$ cat config.mk
export PLATFORM = sky130hd
export DESIGN_NAME = seg_scan_rx
export DESIGN_NICKNAME = d
export VERILOG_FILES = /design/src/rtl/seg_scan_rx.sv
export SDC_FILE = /design/constraint.sdc
export NUM_CORES = 1
export LEC_CHECK = 0
export ABC_CLOCK_PERIOD_IN_PS = 4200
export BUFFER_PORTS_ARGS = -buffer_cell sky130_fd_sc_hd__buf_4
export CAP_MARGIN = 25
export CORE_MARGIN = 2
export CORE_UTILIZATION = 50
export CTS_BUF_LIST = sky130_fd_sc_hd__clkbuf_8 sky130_fd_sc_hd__clkbuf_16
export CTS_CLUSTER_SIZE = 40
export DETAILED_ROUTE_END_ITERATION = 12
export PLACE_DENSITY = 0.65
export SYNTH_ARGS = -nofsm -noshare
export SYNTH_HDL_FRONTEND = slang
export SYNTH_SLANG_ARGS = --single-unit
$ cat constraint.sdc
create_clock -name clk -period 4.2 [get_ports clk]
set_input_delay 0.21 -clock clk [delete_from_list [all_inputs] [get_ports clk]]
set_output_delay 0.21 -clock clk [all_outputs]
set_load 0.05 [all_outputs]
$ cat src/rtl/seg_scan_rx.sv
// seg_scan_rx: receives a multiplexed 4-digit 7-segment display scan.
// Samples the anode and cathode pins and decodes stable digit patterns into
// BCD frames. Also tracks link liveness and sticky error flags.
module seg_scan_rx #(
   parameter int STABLE_CYCLES  = 16,
   parameter int TIMEOUT_CYCLES = 1000000
) (
   input  logic        clk,
   input  logic        rst,
   input  logic [3:0]  seg_an,
   input  logic [7:0]  seg_cat,
   input  logic        clr_err,
   output logic [15:0] value,
   output logic        frame_valid,
   output logic        changed,
   output logic        link_up,
   output logic        pat_err,
   output logic        an_err
);

   localparam logic [7:0]  STABLE_MAX = 8'(STABLE_CYCLES);
   localparam logic [7:0]  STABLE_PRE = 8'(STABLE_CYCLES - 1);
   localparam logic [23:0] TMO_MAX    = 24'(TIMEOUT_CYCLES);
   localparam logic [23:0] TMO_PRE    = 24'(TIMEOUT_CYCLES - 1);

   // Synchronizers, previous-sample register and counters.
   logic [3:0]       an_s1, an_s2, an_q;
   logic [6:0]       cat_s1, cat_s2, cat_q;
   logic [7:0]       stab_cnt;
   logic [23:0]      tmo_cnt;
   logic [3:0][3:0]  digits;
   logic [3:0]       seen;

   // Decode results for the current synchronized sample.
   logic             same;
   logic             capture;
   logic [3:0]       an_low;
   logic             one_low;
   logic             multi_low;
   logic [1:0]       idx;
   logic [3:0]       dec_val;
   logic             dec_ok;
   logic             digit_ok;
   logic [3:0]       seen_set;
   logic [3:0][3:0]  digits_new;
   logic             tmo_hit;

   // Capture detection, anode index and cathode pattern decode.
   always_comb begin
      // NOTE: every always_comb output gets a default first so no path can infer a latch.
      idx        = 2'd0;
      dec_val    = 4'd0;
      dec_ok     = 1'b1;
      same       = ({an_s2, cat_s2} == {an_q, cat_q});
      // The capture fires on the edge where the counter steps to STABLE_CYCLES.
      capture    = same && (stab_cnt == STABLE_PRE);
      an_low     = ~an_s2;
      multi_low  = (an_low & (an_low - 4'd1)) != 4'd0;
      one_low    = (an_low != 4'd0) && !multi_low;
      case (an_low)
         4'b0010: idx = 2'd1;
         4'b0100: idx = 2'd2;
         4'b1000: idx = 2'd3;
         default: idx = 2'd0;
      endcase
      case (cat_s2)
         7'h40:   dec_val = 4'd0;
         7'h79:   dec_val = 4'd1;
         7'h24:   dec_val = 4'd2;
         7'h30:   dec_val = 4'd3;
         7'h19:   dec_val = 4'd4;
         7'h12:   dec_val = 4'd5;
         7'h02:   dec_val = 4'd6;
         7'h78:   dec_val = 4'd7;
         7'h00:   dec_val = 4'd8;
         7'h18:   dec_val = 4'd9;
         default: dec_ok  = 1'b0;
      endcase
      digit_ok        = capture && one_low && dec_ok;
      seen_set        = seen | (4'b0001 << idx);
      digits_new      = digits;
      digits_new[idx] = dec_val;
      // A digit accepted on the same edge restarts the timer, so it suppresses the drop.
      tmo_hit         = (tmo_cnt == TMO_PRE) && !digit_ok;
   end

   // Sampling, stability/timeout counting, digit collection and frame output.
   always_ff @(posedge clk) begin
      // NOTE: the reset is synchronous, so it lives inside the clocked branch, not in the sensitivity list.
      if (rst) begin
         an_s1       <= 4'hF;
         an_s2       <= 4'hF;
         an_q        <= 4'hF;
         cat_s1      <= 7'h7F;
         cat_s2      <= 7'h7F;
         cat_q       <= 7'h7F;
         stab_cnt    <= 8'd0;
         tmo_cnt     <= 24'd0;
         digits      <= '0;
         seen        <= 4'h0;
         value       <= 16'h0000;
         frame_valid <= 1'b0;
         changed     <= 1'b0;
         link_up     <= 1'b0;
         pat_err     <= 1'b0;
         an_err      <= 1'b0;
      end else begin
         // NOTE: state updates use non-blocking assignments, so every right-hand side sees pre-edge values.
         an_s1  <= seg_an;
         an_s2  <= an_s1;
         cat_s1 <= seg_cat[6:0];
         cat_s2 <= cat_s1;
         an_q   <= an_s2;
         cat_q  <= cat_s2;

         if (!same)
            stab_cnt <= 8'd0;
         else if (stab_cnt != STABLE_MAX)
            stab_cnt <= stab_cnt + 8'd1;

         if (tmo_cnt != TMO_MAX)
            tmo_cnt <= tmo_cnt + 24'd1;
         if (tmo_hit) begin
            link_up <= 1'b0;
            seen    <= 4'h0;
         end

         frame_valid <= 1'b0;
         changed     <= 1'b0;

         // The clear comes first, so a same-cycle error set below overrides it.
         if (clr_err) begin
            pat_err <= 1'b0;
            an_err  <= 1'b0;
         end

         // A blanking capture (no anode low) matches neither branch and is ignored.
         if (capture) begin
            if (multi_low) begin
               an_err <= 1'b1;
            end else if (one_low) begin
               if (dec_ok) begin
                  digits[idx] <= dec_val;
                  tmo_cnt     <= 24'd0;
                  if (seen_set == 4'hF) begin
                     value       <= digits_new;
                     frame_valid <= 1'b1;
                     changed     <= (digits_new != value);
                     link_up     <= 1'b1;
                     seen        <= 4'h0;
                  end else begin
                     seen <= seen_set;
                  end
               end else begin
                  pat_err   <= 1'b1;
                  seen[idx] <= 1'b0;
               end
            end
         end
      end
   end

endmodule
Yosys cells after proc, flatten, opt, wreduce, memory -nomap -nowiden
Index checks and enable logic that the tools add are counted.
Word-level totals
  register bits: 106
  bits in latches: 0
  bits in writable memories: 0
  memory bits (read-only): 0
  bits of input ports: 15
  output and inout bits: 21
  memories: 0
Operators by class
  $add $sub $neg: 3
  multiply operators: 0
  div/mod/pow operators: 0
  magnitude comparators: 2
  eq/ne operators: 19
  shifts and indexed selects: 1
  multiplexer cells: 35
  bitwise operators: 11
  reductions and logical operators: 17
Operator list (number)
  2-to-1 mux 24 bit: 5
  one-hot mux 4 bit (9 select lines): 1
  2-to-1 mux 4 bit: 8
  adder 24 x 1 -> 24 bit (second input constant): 1
  == test 24 x 20 -> 1 bit (second input constant): 1
  != test 24 x 20 -> 1 bit (second input constant): 1
  == test 7 x 5 -> 1 bit (second input constant): 3
  == test 7 bit (second input constant): 3
  2-to-1 mux 1 bit: 17
  bitwise mux 16 bit: 1
  != test 16 bit: 1
  == test 7 x 6 -> 1 bit (second input constant): 2
  == test 11 bit: 1
  OR reduction 10 bit: 1
  adder 8 x 1 -> 8 bit (second input constant): 1
  AND 4 bit: 2
  demux 4 bit (select 2 bit): 1
  == test 4 bit (second input constant): 2
  == test 8 x 4 -> 1 bit (second input constant): 1
  != test 8 x 5 -> 1 bit (second input constant): 1
  inverter 4 bit: 2
  nonzero test 4 bit: 2
  == test 7 x 2 -> 1 bit (second input constant): 1
  zero test 7 bit: 1
  other kinds (17): 28

Logic depth before layout (Yosys ltp)
Gate-level depths: netlist of the first run.
  word-level depth: 17
  gate-level depth with buffers: 10

Worst setup path before layout of the first run
OpenSTA, ideal clock, no wires.
  kind: register to register
  start: register an_s2[1]
  end: register value[14]
  data arrival time: 2.354 ns
  data required time: 4.133 ns
  setup slack: 1.779 ns
  cell stages (with the launch flop): 10
  path buffers: 2
  path through: dfxtp_1 buf_2 a21oi_1 a211o_4 a2111oi_4 o211ai_4 or2_1 buf_6 or3_4 a21oi_2
Between the ends
  word-level cells in the longest chain between the ends: 8
RTL lines
  from (decl): line 27  | logic [3:0] an_s1, an_s2, an_q;
  from (signal assigned): line 110  | an_s2 <= an_s1;
  inverter 4 bit: line 57  | an_low = ~an_s2;
  == test 4 bit, or another cell as far along: line 60  | case (an_low)
  one-hot mux 2 bit (3 select lines): line 60
  < comparator 2 x 3 -> 1 bit (not written as such) or >= comparator 2 x 1 -> 1 bit (tied branches): line 82  | digits_new[idx] = dec_val;
  logical AND 1 bit (not written as such): line 82
  2-to-1 mux 4 bit (not written as such): line 82
  demux 4 bit (select 2 bit): line 82
  bitwise mux 16 bit: line 82
  to (signal assigned): line 146  | value <= digits_new;
  to (decl): line 13  | output logic [15:0] value,
Parallel ways exist; a longest one is shown, timed or not.
A chain may end at the register's enable or synchronous reset.

Final worst setup path of the first run
  start: register an_s2[3]
  end: register value[14]
The elaborated chain is that of the path after synthesis.

==> results of run 1 <==
synth_stat cells (2+ instances only):
| cell type | n | share of area [%] |
|---|---|---|
| sky130_fd_sc_hd__nor4b_1 | 2 | 0.35 |
| sky130_fd_sc_hd__a211oi_1 | 2 | 0.30 |
| sky130_fd_sc_hd__and4b_1 | 2 | 0.40 |
| sky130_fd_sc_hd__nand2b_1 | 5 | 0.62 |
| sky130_fd_sc_hd__nor4bb_1 | 2 | 0.40 |
| sky130_fd_sc_hd__o211ai_1 | 8 | 1.2 |
| sky130_fd_sc_hd__nor4_1 | 3 | 0.37 |
| sky130_fd_sc_hd__inv_1 | 12 | 0.90 |
| sky130_fd_sc_hd__buf_6 | 2 | 0.45 |
| sky130_fd_sc_hd__nor3b_1 | 4 | 0.60 |
| sky130_fd_sc_hd__mux2i_1 | 25 | 5.0 |
| sky130_fd_sc_hd__nor2b_1 | 3 | 0.37 |
| sky130_fd_sc_hd__and3b_1 | 5 | 0.87 |
| sky130_fd_sc_hd__or3_1 | 8 | 1.0 |
| sky130_fd_sc_hd__a21oi_1 | 26 | 2.6 |
| sky130_fd_sc_hd__and3_1 | 4 | 0.50 |
| sky130_fd_sc_hd__xor2_1 | 17 | 3.0 |
| sky130_fd_sc_hd__and2_1 | 3 | 0.37 |
| sky130_fd_sc_hd__nand4_1 | 13 | 1.6 |
| sky130_fd_sc_hd__clkbuf_1 | 22 | 1.6 |
| sky130_fd_sc_hd__nor3_1 | 16 | 1.6 |
| sky130_fd_sc_hd__nor2_1 | 82 | 6.1 |
| sky130_fd_sc_hd__ha_1 | 4 | 1.0 |
| sky130_fd_sc_hd__or2_2 | 32 | 4.0 |
| sky130_fd_sc_hd__o31ai_1 | 2 | 0.30 |
| sky130_fd_sc_hd__or4_1 | 3 | 0.45 |
| sky130_fd_sc_hd__nand4b_1 | 2 | 0.35 |
| sky130_fd_sc_hd__o21ai_0 | 19 | 1.9 |
| sky130_fd_sc_hd__a22o_1 | 2 | 0.35 |
| sky130_fd_sc_hd__dfxtp_1 | 106 | 42 |
| sky130_fd_sc_hd__buf_2 | 6 | 0.60 |
| sky130_fd_sc_hd__nand2_1 | 36 | 2.7 |
| sky130_fd_sc_hd__nand3_1 | 27 | 2.7 |
| sky130_fd_sc_hd__a31oi_1 | 2 | 0.25 |
| sky130_fd_sc_hd__xnor2_1 | 45 | 7.9 |
registers in the layout, indices dropped and copies added, names as in the netlist:
| register | cells |
|---|---|
| an_err | 1 |
| an_q | 4 |
| an_s1 | 4 |
| an_s2 | 4 |
| cat_q | 7 |
| cat_s1 | 7 |
| cat_s2 | 7 |
| changed | 1 |
| digits | 16 |
| frame_valid | 1 |
| link_up | 1 |
| pat_err | 1 |
| seen | 4 |
| stab_cnt | 8 |
| tmo_cnt | 24 |
| value | 16 |
cells in the final DEF (no fill, tap or decap), drive strengths merged, types with 5 or more instances in the layout:
cell type,Yosys,routed
a21oi,27,27
and3b,5,5
buf,8,36
clkbuf,22,9
clkinv,1,5
dfxtp,106,106
dlygate4sd3,0,7
inv,12,15
mux2i,25,25
nand2,36,36
nand2b,5,5
nand3,27,27
nand4,13,13
nor2,83,83
nor3,17,17
o211ai,9,9
o21ai,20,20
or2,33,33
or3,9,9
xnor2,45,45
xor2,17,17
power groups by stage:
| stage | logic, uW | clock network [uW] | registers, uW |
|---|---|---|---|
| finish | 99.0 | 568 | 1040 |
| detailed placement | 94.6 | 0 | 1060 |
| global route | 112 | 628 | 1040 |
| global placement | 93.5 | 0 | 1060 |
| CTS | 99.3 | 595 | 1040 |
| floorplan | 80.8 | 0 | 1050 |
area by class of cell:
cell class | instances | share of cell area (%)
clock inverters | 7 | 0.902
repair buffers | 43 | 6.13
flip-flops and latches | 106 | 38.2
well taps | 133 | 3.00
clock buffers | 9 | 2.23
multi-input cells | 427 | 48.6
inverters | 13 | 0.879
metrics by stage:
| stage | total power, uW | util [%] | setup WS [ns] | area (um2) |
|---|---|---|---|---|
| floorplan | 1130 | - | 1.78 | 5010 |
| global placement | 1150 | 54.6 | 1.09 | 5310 |
| detailed placement | 1160 | 54.6 | 1.05 | 5310 |
| CTS | 1730 | 57.0 | 1.05 | 5540 |
| global route | 1780 | 57.1 | 0.819 | 5550 |
| finish | 1700 | 57.1 | 1.03 | 5550 |
worst reg2reg max path, cell delays in order, from the launching register on:
cell	delay, ns
sky130_fd_sc_hd__dfxtp_1	0.67
sky130_fd_sc_hd__a21oi_1	0.12
sky130_fd_sc_hd__a211o_4	0.43
sky130_fd_sc_hd__a2111oi_4	0.42
sky130_fd_sc_hd__o211ai_4	0.30
sky130_fd_sc_hd__or2_1	0.57
sky130_fd_sc_hd__or3_4	0.48
sky130_fd_sc_hd__a21oi_2	0.12
repair_timing:
item                      in CTS  in global routing
resized for setup              0                  0
hold buffers                   6                  1
hold endpoints to repair       6                  1
metal layers:
metal,global-route usage (%),routed length (um),vias to the layer above
li1,-,-,2016
met1,26.4,4890,1817
met2,32.1,4900,85
met3,5.01,590,15
met4,8.30,214,0
met5,0,0,-
final timing paths:
check                   end  slack [ns]  cells after the start
hold reg to reg   cat_s2[0]        0.41                      1
hold / removal     an_s1[3]        0.02                      2
setup reg to reg  value[14]        1.03                      7
setup / recovery  value[14]        1.03                      7
kinds of logic after synthesis:
kind of cell,share of synthesized area (%)
muxes,5.00
buffers and inverters,3.67
DFF,42.4
xor gates and xnor gates,10.8
and+or+nand+nor,26.4
adders and majority gates,1.20
AOI/OAI and AO/OA,10.4
==> impl_metrics.prom, run 1 <==
# TYPE chip_impl_metric gauge
chip_impl_info{name="run_status",value="completed"} 1
chip_impl_info{name="crit-reg2reg-launch",value="an_s2[3]"} 1
chip_impl_metric{name="cp.buffers_inverters",unit=""} 0
chip_impl_info{name="critical_path.endpoint_type",value="flip-flop"} 1
chip_impl_metric{name="cp_slowest_stage_delay",unit="ns"} 0.67
chip_impl_metric{name="detail_routed_net_length_per_standard_cell",unit="um"} 14.4
chip_impl_metric{name="diodes",unit=""} 0
chip_impl_metric{name="drt-pass1-iter-count",unit=""} 4
chip_impl_info{name="worst_path_dominant_cell_family",value="compound AO/OA/AOI/OAI gates"} 1
chip_impl_metric{name="route.detailed.vias_per_inst",unit=""} 5.33
chip_impl_metric{name="timing.final.max_slew_violations",unit=""} 0
chip_impl_metric{name="drtIter0Drc",unit=""} 261
chip_impl_info{name="clk_root_buffer_cell",value="sky130_fd_sc_hd__clkbuf_8"} 1
chip_impl_metric{name="area_used_by_sequential_logic_in_the_layout",unit="um2"} 2120
chip_impl_metric{name="grt_first_pass_wirelength",unit="um"} 18000
chip_impl_metric{name="ys_ff_latch",unit=""} 106
chip_impl_info{name="worst_path_max_delay_cell",value="sky130_fd_sc_hd__dfxtp_1"} 1
chip_impl_metric{name="inserted_clock_buffers",unit=""} 9
chip_impl_metric{name="critical_path_peak_fanout",unit=""} 18
chip_impl_metric{name="nets",unit=""} 619
chip_impl_metric{name="standard_cell_row_count",unit=""} 36
chip_impl_metric{name="antenna_violating_nets_post_route",unit=""} 0
chip_impl_metric{name="num_io_pins",unit=""} 36
chip_impl_metric{name="critical_path_arrival",unit="ns"} 3.47
chip_impl_metric{name="core",unit="um2"} 9730
chip_impl_metric{name="drive_gt1_share",unit="%"} 15.4
chip_impl_metric{name="final.setup_skew",unit="ns"} 0.0118
chip_impl_metric{name="die_y",unit="um"} 104
chip_impl_metric{name="clk_pin_slew",unit="ns"} 0.09
chip_impl_info{name="cp-startpoint",value="an_s2[3]"} 1
chip_impl_metric{name="share_comb_of_total_power",unit="%"} 5.8
chip_impl_metric{name="detail_route.drc_violations",unit=""} 0
chip_impl_metric{name="postSynthNetCount",unit=""} 595
chip_impl_metric{name="synth.avg_cell_area",unit="um2"} 8.69
chip_impl_info{name="hold_path_startpoint",value="seg_an[3]"} 1
chip_impl_metric{name="number_of_antenna_violations_at_the_first_check_in_global_routing",unit=""} 0
chip_impl_metric{name="syn_inst",unit=""} 576
chip_impl_metric{name="seq_area_frac_synth",unit="%"} 42.4
chip_impl_metric{name="global_route.overflow_total",unit=""} 0
chip_impl_metric{name="syn2layout_area_growth",unit="%"} 10.9
chip_impl_metric{name="clkPwrFrac",unit="%"} 33.3
chip_impl_metric{name="layout_worst_path_cycle_share",unit="%"} 75.4
chip_impl_metric{name="netlist_area",unit="um2"} 5010
chip_impl_metric{name="area_used_by_multi_input_combinational_logic",unit="um2"} 2700
chip_impl_metric{name="grt_use_total",unit="%"} 20.3
chip_impl_metric{name="floorplan.die.width",unit="um"} 104
chip_impl_info{name="unrepaired_setup_endpoints_after_global_routing",value="false"} 1
chip_impl_metric{name="power_report.internal_total",unit="uW"} 1290
chip_impl_metric{name="first_global_vias",unit=""} 3740
chip_impl_metric{name="count_of_final_setup_violators",unit=""} 0
chip_impl_metric{name="max_clock_freq",unit="MHz"} 316
chip_impl_metric{name="timing_hold_violations_final",unit=""} 0
chip_impl_metric{name="ir_worst_vdd",unit="uV"} 175
chip_impl_info{name="timing_worst_setup_path_type",value="flip-flop to flip-flop"} 1
chip_impl_info{name="synth_ff_type",value="sky130_fd_sc_hd__dfxtp_1"} 1
chip_impl_metric{name="initial_core_util",unit="%"} 51.5
chip_impl_metric{name="yosys.cell_types.count",unit=""} 59
chip_impl_metric{name="tightestPinTransition",unit="ns"} 0.775
chip_impl_metric{name="power_switching",unit="uW"} 418
chip_impl_metric{name="postRouteWirelength",unit="um"} 10600
chip_impl_metric{name="synth-async-reset-ratio",unit="%"} 0
chip_impl_metric{name="finalWeightedCongestion",unit=""} 0.909
chip_impl_metric{name="num_vias",unit=""} 3933
chip_impl_metric{name="synth.yosys.warnings",unit=""} 0
chip_impl_metric{name="crit_required",unit="ns"} 4.51
chip_impl_metric{name="timing.hold.ws",unit="ns"} 0.0241
chip_impl_metric{name="max-clock-path-buffers",unit=""} 2
chip_impl_metric{name="final-instance-count-excl-fill",unit=""} 738
chip_impl_metric{name="power.static_leakage",unit="uW"} 0.00201
chip_impl_metric{name="tns",unit="ns"} 0
chip_impl_metric{name="dp.cells",unit=""} 715
chip_impl_metric{name="cap_viol_max_count",unit=""} 0
chip_impl_info{name="tritoncts",value="built"} 1
chip_impl_metric{name="insertion_delay",unit="ns"} 0.37
chip_impl_metric{name="synth-edff-count",unit=""} 0
chip_impl_info{name="worstHoldPathType",value="input pin to flip-flop"} 1
chip_impl_metric{name="design.die.area",unit="um2"} 10800
chip_impl_info{name="critPathLaunchType",value="flip-flop"} 1
chip_impl_metric{name="cts.repair_timing.setup_buffer_count",unit=""} 0
chip_impl_metric{name="number_of_buffers_inserted_by_port_buffering",unit=""} 34
chip_impl_metric{name="netSwitchingFraction",unit="%"} 24.5
chip_impl_metric{name="tritoncts_num_sinks",unit=""} 106
chip_impl_metric{name="post-route-min-period",unit="ns"} 3.17
chip_impl_metric{name="dpl.hpwl",unit="um"} 7340
chip_impl_metric{name="timing.slew.headroom",unit="%"} 48.2
chip_impl_metric{name="grt_start_max_net_pins",unit=""} 70
chip_impl_metric{name="seq_power_share",unit="%"} 60.9
chip_impl_metric{name="h_tree_levels",unit=""} 3
chip_impl_metric{name="n_fill_cell",unit=""} 929
chip_impl_metric{name="power_per_cell_area",unit="nW/um2"} 307
chip_impl_info{name="timing.critical_path.cells",value="a21oi_1 > a211o_4 > a2111oi_4 > o211ai_4 > or2_1 > or3_4 > a21oi_2"} 1
Note: power is estimated with default switching activity, not from simulation.
==> run 2: changes to the inputs <==
--- a/config.mk
+++ b/config.mk
@@ -5,7 +5,8 @@
 export SDC_FILE = /design/constraint.sdc
 export NUM_CORES = 1
 export LEC_CHECK = 0
-export ABC_CLOCK_PERIOD_IN_PS = 4200
+export ABC_AREA = 1
+export ABC_CLOCK_PERIOD_IN_PS = 2900
 export BUFFER_PORTS_ARGS = -buffer_cell sky130_fd_sc_hd__buf_4
 export CAP_MARGIN = 25
 export CORE_MARGIN = 2
@@ -13,7 +14,7 @@
 export CTS_BUF_LIST = sky130_fd_sc_hd__clkbuf_8 sky130_fd_sc_hd__clkbuf_16
 export CTS_CLUSTER_SIZE = 40
 export DETAILED_ROUTE_END_ITERATION = 12
-export PLACE_DENSITY = 0.65
+export PLACE_DENSITY = 0.68
 export SYNTH_ARGS = -nofsm -noshare
 export SYNTH_HDL_FRONTEND = slang
 export SYNTH_SLANG_ARGS = --single-unit
==> constraint.sdc (replaced) <==
create_clock -name clk -period 2.9 [get_ports clk]
set_input_delay 0.145 -clock clk [delete_from_list [all_inputs] [get_ports clk]]
set_output_delay 0.145 -clock clk [all_outputs]
set_load 0.05 [all_outputs]
==> run 2 against run 1 <==
Effect of this change: core utilization grew 0.67 points; first-iteration DRC count grew 4.2%; clock skew grew 0.0035 ns; critical endpoint is now value[8]; sequential power grew 43%; highest routed layer unchanged; total power grew 54%.
==> impl_metrics.prom, run 2 <==
# TYPE chip_impl_metric gauge
chip_impl_info{name="run_status",value="completed"} 1
chip_impl_info{name="worstHoldPathType",value="input pin to flip-flop"} 1
chip_impl_metric{name="postSynthNetCount",unit=""} 768
chip_impl_info{name="worst_path_dominant_cell_family",value="simple AND/OR/NAND/NOR gates"} 1
chip_impl_metric{name="ys_ff_latch",unit=""} 106
chip_impl_metric{name="grt_start_max_net_pins",unit=""} 30
chip_impl_metric{name="grt_first_pass_wirelength",unit="um"} 19700
chip_impl_info{name="unrepaired_setup_endpoints_after_global_routing",value="false"} 1
chip_impl_metric{name="timing.final.max_slew_violations",unit=""} 0
chip_impl_metric{name="tns",unit="ns"} 0
chip_impl_metric{name="num_io_pins",unit=""} 36
chip_impl_metric{name="max-clock-path-buffers",unit=""} 2
chip_impl_info{name="regMostFlops",value="tmo_cnt"} 1
chip_impl_metric{name="insertion_delay",unit="ns"} 0.37
chip_impl_metric{name="synthDominantCellAreaShare",unit="%"} 40.3
chip_impl_metric{name="tritoncts_num_sinks",unit=""} 106
chip_impl_metric{name="detail_route.drc_violations",unit=""} 0
chip_impl_metric{name="cap_viol_max_count",unit=""} 0
chip_impl_metric{name="power_per_cell_area",unit="nW/um2"} 442
chip_impl_info{name="critical_path.endpoint_type",value="flip-flop"} 1
chip_impl_metric{name="number_of_antenna_violations_at_the_first_check_in_global_routing",unit=""} 0
chip_impl_metric{name="reg2regPathDepth",unit=""} 13
chip_impl_metric{name="syn2layout_area_growth",unit="%"} 12.8
chip_impl_info{name="tritoncts",value="built"} 1
chip_impl_metric{name="diodes",unit=""} 0
chip_impl_metric{name="initial_core_util",unit="%"} 51.2
chip_impl_info{name="worst_path_max_delay_cell",value="sky130_fd_sc_hd__dfxtp_1"} 1
chip_impl_metric{name="drtIter0Drc",unit=""} 272
chip_impl_info{name="reg_top3",value="tmo_cnt x24, digits x16, value x16"} 1
chip_impl_metric{name="synth-edff-count",unit=""} 0
chip_impl_metric{name="first_global_vias",unit=""} 4406
chip_impl_metric{name="r2r_setup_slack",unit="ns"} 0.47
chip_impl_metric{name="hold_path_depth",unit=""} 4
chip_impl_metric{name="post-route-min-period",unit="ns"} 2.43
chip_impl_info{name="yosys-top-cells-count",value="sky130_fd_sc_hd__nand2_1 (181), sky130_fd_sc_hd__dfxtp_1 (106), sky130_fd_sc_hd__nor2_1 (98), sky130_fd_sc_hd__inv_1 (79), sky130_fd_sc_hd__nand3_1 (70)"} 1
chip_impl_metric{name="postRouteWirelength",unit="um"} 11600
chip_impl_metric{name="synth.avg_cell_area",unit="um2"} 7.02
chip_impl_metric{name="critical_path_peak_fanout",unit=""} 21
chip_impl_metric{name="netlist_area",unit="um2"} 5260
chip_impl_metric{name="dp.cells",unit=""} 908
chip_impl_info{name="critPathLaunchType",value="flip-flop"} 1
chip_impl_metric{name="largest_register_ffs",unit=""} 24
chip_impl_metric{name="die_y",unit="um"} 107
chip_impl_info{name="min_delay_worst_endpoint",value="an_err"} 1
chip_impl_metric{name="clk_pin_slew",unit="ns"} 0.11
chip_impl_metric{name="final-instance-count-excl-fill",unit=""} 935
chip_impl_metric{name="final.setup_skew",unit="ns"} 0.0153
chip_impl_info{name="layout_common_cells",value="sky130_fd_sc_hd__nand2_1 (181), sky130_fd_sc_hd__dfxtp_1 (106), sky130_fd_sc_hd__nor2_1 (98), sky130_fd_sc_hd__inv_1 (79), sky130_fd_sc_hd__nand3_1 (70)"} 1
chip_impl_info{name="post-synth-top-count-cell",value="sky130_fd_sc_hd__nand2_1"} 1
chip_impl_metric{name="n_fill_cell",unit=""} 999
chip_impl_info{name="critical_path.most_common_cell",value="sky130_fd_sc_hd__nor2_8"} 1
chip_impl_metric{name="finalWeightedCongestion",unit=""} 0.865
chip_impl_metric{name="critical_path_arrival",unit="ns"} 2.74
chip_impl_metric{name="inserted_clock_buffers",unit=""} 9
chip_impl_info{name="timing_worst_setup_path_type",value="flip-flop to flip-flop"} 1
chip_impl_metric{name="seq_area_frac_synth",unit="%"} 40.3
chip_impl_metric{name="route.detailed.vias_per_inst",unit=""} 5.10
chip_impl_info{name="synth_ff_type",value="sky130_fd_sc_hd__dfxtp_1"} 1
chip_impl_metric{name="nets",unit=""} 813
chip_impl_metric{name="timing_hold_violations_final",unit=""} 0
chip_impl_metric{name="floorplan.die.width",unit="um"} 107
chip_impl_info{name="regToRegEndpoint",value="value[8]"} 1
chip_impl_metric{name="num_vias",unit=""} 4764
chip_impl_info{name="hold_path_startpoint",value="clr_err"} 1
chip_impl_info{name="layout.cells.most_common",value="sky130_fd_sc_hd__nand2_1"} 1
chip_impl_metric{name="drt-pass1-iter-count",unit=""} 5
chip_impl_metric{name="global_route.overflow_total",unit=""} 0
chip_impl_metric{name="design.die.area",unit="um2"} 11400
chip_impl_metric{name="area_used_by_multi_input_combinational_logic",unit="um2"} 2680
chip_impl_metric{name="ir_worst_vdd",unit="uV"} 211
chip_impl_info{name="clk_root_buffer_cell",value="sky130_fd_sc_hd__clkbuf_8"} 1
chip_impl_metric{name="layout_worst_path_cycle_share",unit="%"} 83.6
chip_impl_info{name="crit-reg2reg-launch",value="cat_s2[0]"} 1
chip_impl_metric{name="cp_slowest_stage_delay",unit="ns"} 0.37
chip_impl_info{name="timing.critical_path.cells",value="nor2_1 > nand2_1 > nor2_8 > nor2_8 > nand2_4 > inv_2 > nand2_2 > nor2_8 > nor2_8 > nand2_2 > nand2_1 > nand2_1 > nor2_1"} 1
chip_impl_metric{name="number_of_buffers_inserted_by_port_buffering",unit=""} 34
chip_impl_metric{name="grt_use_total",unit="%"} 21.3
chip_impl_metric{name="core",unit="um2"} 10300
chip_impl_info{name="post_synth_main_area_contributors",value="sky130_fd_sc_hd__dfxtp_1 (40%), sky130_fd_sc_hd__nand2_1 (13%), sky130_fd_sc_hd__nor2_1 (7.0%)"} 1
chip_impl_metric{name="syn_inst",unit=""} 749
chip_impl_info{name="synth_top_area_cell",value="sky130_fd_sc_hd__dfxtp_1"} 1
chip_impl_metric{name="count_of_final_setup_violators",unit=""} 0
chip_impl_metric{name="crit_required",unit="ns"} 3.21
chip_impl_metric{name="cp.buffers_inverters",unit=""} 1
chip_impl_metric{name="dpl.hpwl",unit="um"} 8360
chip_impl_metric{name="cts.repair_timing.setup_buffer_count",unit=""} 0
chip_impl_metric{name="area_used_by_sequential_logic_in_the_layout",unit="um2"} 2120
chip_impl_metric{name="power.static_leakage",unit="uW"} 0.00262
chip_impl_metric{name="timing.slew.headroom",unit="%"} 61.6
chip_impl_metric{name="synth-async-reset-ratio",unit="%"} 0
chip_impl_metric{name="h_tree_levels",unit=""} 3
chip_impl_metric{name="tightestPinTransition",unit="ns"} 0.571
chip_impl_metric{name="drive_gt1_share",unit="%"} 16.3
chip_impl_metric{name="max_clock_freq",unit="MHz"} 412
chip_impl_metric{name="synth.yosys.warnings",unit=""} 0
chip_impl_metric{name="detail_routed_net_length_per_standard_cell",unit="um"} 12.4
chip_impl_metric{name="antenna_violating_nets_post_route",unit=""} 0
chip_impl_metric{name="standard_cell_row_count",unit=""} 37
chip_impl_metric{name="yosys.cell_types.count",unit=""} 37
## run 2: cell type report
cell class | count | area share (%)
Clock buffer | 9 | 2.09
Clock inverter | 7 | 1.24
Inverter | 94 | 5.95
Multi-Input combinational cell | 532 | 45.2
Sequential cell | 106 | 35.8
Tap cell | 136 | 2.87
Timing Repair Buffer | 51 | 6.92
## run 2: worst min-delay path: cells and delay by family
family	cells	cell delay, ns
AO/OA/AOI/OAI	1	0.06
AND/OR/NAND/NOR	1	0.05
buffers and inverters	2	0.12
## run 2: worst max path at each step
stage | startpoint | to | cells past startpoint
CTS | cat_s2[0] | tmo_cnt[13] | 12
global route | cat_s2[0] | value[10] | 13
finish | cat_s2[0] | value[8] | 13
floorplan | cat_s2[0] | value[1] | 14
global placement | cat_s2[0] | value[8] | 13
detailed placement | cat_s2[0] | value[4] | 13
## run 2: per-layer routing
layer  vias up  global-route usage (%)  share of wire (%)
li1       2458                       -                  -
met1      2195                    26.9                 45
met2        97                    36.6                 48
met3        14                    3.04                4.5
met4         0                    8.63                2.0
met5         -                       0                  0
## run 2: what timing repair did
item                       CTS  global route
hold buffers                11             0
setup endpoints to repair    0             0
hold endpoints to repair    11             0
gates resized for setup      0             0
## run 2: cell families (layout without fill, tap and decap cells)
kind of cell    Yosys count  after routing  synth area share, %
simple gates            451            451                 40.7
buf+inv                 111            161                 8.73
flops                   106            106                 40.3
compound gates           53             53                 5.30
xor+xnor                 23             23                 3.83
fa+ha+maj                 4              4                0.951
mux                       1              1                0.190
## run 2: stage by stage
stage / total power (uW) / instance area, um2 / hold WS, ns / util [%] / setup slack, ns
after floorplan: 1660 / 5260 / 0.249 / - / 1.07
after global placement: 1700 / 5630 / 0.329 / 54.7 / 0.614
after detailed placement: 1700 / 5630 / 0.333 / 54.7 / 0.518
after CTS: 2650 / 5930 / 0.0320 / 57.7 / 0.506
after global routing: 2730 / 5930 / 0.0563 / 57.7 / 0.298
final: 2620 / 5930 / 0.0487 / 57.7 / 0.475
## run 2: where the power goes
group	switching [uW]	internal (uW)	leakage (uW)	total, uW
sequential	15.3	1480	0.000861	1490
combinational	112	77.9	0.00166	190
clock	532	406	0.000100	938
total	660	1960	0.00262	2620
==> run 3: changes to the inputs <==
--- a/config.mk
+++ b/config.mk
@@ -5,8 +5,8 @@
 export SDC_FILE = /design/constraint.sdc
 export NUM_CORES = 1
 export LEC_CHECK = 0
-export ABC_AREA = 1
-export ABC_CLOCK_PERIOD_IN_PS = 2900
+export ABC_AREA = 0
+export ABC_CLOCK_PERIOD_IN_PS = 2300
 export BUFFER_PORTS_ARGS = -buffer_cell sky130_fd_sc_hd__buf_4
 export CAP_MARGIN = 25
 export CORE_MARGIN = 2
@@ -14,7 +14,7 @@
 export CTS_BUF_LIST = sky130_fd_sc_hd__clkbuf_8 sky130_fd_sc_hd__clkbuf_16
 export CTS_CLUSTER_SIZE = 40
 export DETAILED_ROUTE_END_ITERATION = 12
-export PLACE_DENSITY = 0.68
+export PLACE_DENSITY = 0.65
 export SYNTH_ARGS = -nofsm -noshare
 export SYNTH_HDL_FRONTEND = slang
 export SYNTH_SLANG_ARGS = --single-unit
==> constraint.sdc (replaced) <==
create_clock -name clk -period 2.3 [get_ports clk]
set_input_delay 0.115 -clock clk [delete_from_list [all_inputs] [get_ports clk]]
set_output_delay 0.115 -clock clk [all_outputs]
set_load 0.05 [all_outputs]
==> run 3 against run 2 <==
Effect of this change: design area up 8.9%; via count down 9.8%; first-iteration DRC count down 29%; combinational power is 47% higher; critical endpoint is now changed; highest routed layer unchanged; clock skew is 0.0060 ns lower; critical path depth fell by 3.
==> impl_metrics.prom, run 3 (same netlist as run 1, synthesis figures left out) <==
# TYPE chip_impl_metric gauge
chip_impl_metric{name="nets",unit=""} 686
chip_impl_metric{name="timing.slew.headroom",unit="%"} 57.5
chip_impl_info{name="critical_path.most_common_cell",value="sky130_fd_sc_hd__buf_4"} 1
chip_impl_metric{name="ir_worst_vdd",unit="uV"} 462
chip_impl_metric{name="timing_hold_violations_final",unit=""} 0
chip_impl_info{name="tritoncts",value="built"} 1
chip_impl_metric{name="tritoncts_num_sinks",unit=""} 106
chip_impl_metric{name="core",unit="um2"} 9730
chip_impl_metric{name="post-route-min-period",unit="ns"} 2.28
chip_impl_metric{name="clkPwrFrac",unit="%"} 35.8
chip_impl_metric{name="detail_routed_net_length_per_standard_cell",unit="um"} 14.9
chip_impl_info{name="run_status",value="completed"} 1
chip_impl_metric{name="cap_viol_max_count",unit=""} 0
chip_impl_metric{name="layout_worst_path_cycle_share",unit="%"} 98.9
chip_impl_metric{name="grt_start_max_net_pins",unit=""} 69
chip_impl_metric{name="timing.final.max_slew_violations",unit=""} 0
chip_impl_metric{name="grt_first_pass_wirelength",unit="um"} 19500
chip_impl_metric{name="inserted_clock_buffers",unit=""} 9
chip_impl_metric{name="power_switching",unit="uW"} 794
chip_impl_metric{name="n_fill_cell",unit=""} 803
chip_impl_metric{name="design.die.area",unit="um2"} 10800
chip_impl_metric{name="power.static_leakage",unit="uW"} 0.00246
chip_impl_metric{name="insertion_delay",unit="ns"} 0.38
chip_impl_info{name="critical_path.endpoint_type",value="flip-flop"} 1
chip_impl_metric{name="drtIter0Drc",unit=""} 192
chip_impl_metric{name="finalWeightedCongestion",unit=""} 0.908
chip_impl_info{name="worstHoldPathType",value="input pin to flip-flop"} 1
chip_impl_info{name="regMostFlops",value="tmo_cnt"} 1
chip_impl_metric{name="r2r_setup_slack",unit="ns"} 0.02
chip_impl_metric{name="first_global_vias",unit=""} 4127
chip_impl_info{name="layout_common_cells",value="sky130_fd_sc_hd__dfxtp_1 (96), sky130_fd_sc_hd__buf_4 (82), sky130_fd_sc_hd__nor2_1 (79), sky130_fd_sc_hd__xnor2_1 (44), sky130_fd_sc_hd__nand2_1 (33)"} 1
chip_impl_info{name="critPathLaunchType",value="flip-flop"} 1
chip_impl_metric{name="global_route.overflow_total",unit=""} 0
chip_impl_info{name="layout.cells.most_common",value="sky130_fd_sc_hd__dfxtp_1"} 1
chip_impl_metric{name="num_io_pins",unit=""} 36
chip_impl_info{name="timing_worst_setup_path_type",value="flip-flop to flip-flop"} 1
chip_impl_metric{name="syn2layout_area_growth",unit="%"} 29.0
chip_impl_metric{name="drt-pass1-iter-count",unit=""} 6
chip_impl_metric{name="grt_use_total",unit="%"} 22.1
chip_impl_metric{name="share_comb_of_total_power",unit="%"} 8.3
chip_impl_metric{name="initial_core_util",unit="%"} 51.5
chip_impl_info{name="clk_root_buffer_cell",value="sky130_fd_sc_hd__clkbuf_8"} 1
chip_impl_metric{name="final.setup_skew",unit="ns"} 0.00938
chip_impl_metric{name="antenna_violating_nets_post_route",unit=""} 0
chip_impl_metric{name="tns",unit="ns"} 0
chip_impl_metric{name="drive_gt1_share",unit="%"} 29.8
chip_impl_metric{name="area_used_by_multi_input_combinational_logic",unit="um2"} 2920
chip_impl_metric{name="max_clock_freq",unit="MHz"} 440
chip_impl_metric{name="largest_register_ffs",unit=""} 24
chip_impl_metric{name="count_of_final_setup_violators",unit=""} 0
chip_impl_metric{name="clk_pin_slew",unit="ns"} 0.10
chip_impl_metric{name="cp_slowest_stage_delay",unit="ns"} 0.37
chip_impl_metric{name="die_y",unit="um"} 104
chip_impl_info{name="worst_path_max_delay_cell",value="sky130_fd_sc_hd__dfxtp_1"} 1
chip_impl_metric{name="route.detailed.vias_per_inst",unit=""} 5.34
chip_impl_metric{name="netSwitchingFraction",unit="%"} 23.6
chip_impl_metric{name="critical_path_peak_fanout",unit=""} 8
chip_impl_metric{name="h_tree_levels",unit=""} 3
chip_impl_metric{name="seq_power_share",unit="%"} 55.9
chip_impl_metric{name="standard_cell_row_count",unit=""} 36
chip_impl_metric{name="detail_route.drc_violations",unit=""} 0
chip_impl_metric{name="dpl.hpwl",unit="um"} 8320
chip_impl_metric{name="max-clock-path-buffers",unit=""} 2
chip_impl_metric{name="power_per_cell_area",unit="nW/um2"} 522
chip_impl_metric{name="setup_ws",unit="ns"} 0.0249
chip_impl_metric{name="area_used_by_sequential_logic_in_the_layout",unit="um2"} 2150
chip_impl_metric{name="diodes",unit=""} 0
chip_impl_metric{name="crit_required",unit="ns"} 2.55
chip_impl_metric{name="number_of_buffers_inserted_by_port_buffering",unit=""} 34
chip_impl_info{name="timing.critical_path.cells",value="buf_4 > and3b_1 > o21ai_1 > buf_4 > nand2_1 > buf_6 > xor2_1 > a22o_1 > nor4_2 > a21boi_1"} 1
chip_impl_info{name="unrepaired_setup_endpoints_after_global_routing",value="true"} 1
chip_impl_info{name="reg_top3",value="tmo_cnt x24, digits x16, value x16"} 1
chip_impl_metric{name="postRouteWirelength",unit="um"} 12000
chip_impl_metric{name="num_vias",unit=""} 4295
chip_impl_metric{name="power_report.internal_total",unit="uW"} 2570
chip_impl_metric{name="critical_path_arrival",unit="ns"} 2.52
chip_impl_metric{name="tightestPinTransition",unit="ns"} 0.638
chip_impl_metric{name="number_of_antenna_violations_at_the_first_check_in_global_routing",unit=""} 0
chip_impl_metric{name="floorplan.die.width",unit="um"} 104
chip_impl_metric{name="pre_cts_slack",unit="ns"} -0.0951
## run 3: cell types whose count changed in the layout (fill, tap and decap cells not counted), sizes merged, moves of 24 or more
| cell | change |
|---|---|
| nor2 | -28 |
| xnor2 | +35 |
| inv | -80 |
| nand2 | -150 |
| buf | +55 |
| mux2i | +24 |
| nand3 | -45 |
## run 3: layout make-up
class | instances | area share, %
multi-input cells | 428 | 45.3
well taps | 133 | 2.58
repair buffers | 109 | 14.9
inverters | 13 | 0.756
clock inverters | 5 | 0.930
clock buffers | 11 | 2.34
flip-flops and latches | 106 | 33.2
## run 3: per-stage QoR
stage	hold slack, ns	instances	cell area (um2)	power, uW	util (%)
finish	0.108	805	6460	3370	66.4
global route	0.137	805	6460	3500	66.4
CTS	0.0735	797	6140	3370	63.1
detailed placement	0.303	769	5770	2150	59.3
global placement	0.299	769	5770	2150	59.3
floorplan	0.219	576	5060	2070	-
## run 3: critical path, delay by kind of cell (launching register included)
family	cells	cell delay [ns]
flops	1	0.37
compound gates	3	0.60
simple gates	3	0.52
xor+xnor	1	0.14
buf+inv	3	0.52
## run 3: what timing repair did
action / in CTS / in global routing
endpoints found under the setup margin: 5 / 62
hold buffers: 12 / 0
hold endpoints to repair: 12 / 0
setup buffers: 0 / 4
pin swaps: 0 / 19
resized for setup: 11 / 61
cloned: 0 / 4
## run 3: worst paths after layout
check / startpoint / end / depth (start not counted)
max: cat_s2[2] / changed / 10
min: rst / an_q[0] / 3
max reg2reg: cat_s2[2] / changed / 10
min reg2reg: cat_s1[3] / cat_s2[3] / 1
## run 3: power by group through the flow
stage               sequential (uW)  combinational (uW)  clock (uW)
floorplan                      1920                 152           0
global placement               1930                 223           0
detailed placement             1930                 226           0
CTS                            1890                 247        1230
global route                   1890                 304        1310
finish                         1880                 279        1200
## run 3: per-layer routing
layer / track usage [%] / routed length (um) / vias up / share of wire (%)
met4: 7.14 / 233 / 0 / 1.9
met1: 27.9 / 5440 / 2022 / 45
li1: - / - / 2157 / -
met3: 4.76 / 498 / 19 / 4.2
met5: 0 / 0 / - / 0
met2: 37.5 / 5810 / 97 / 48
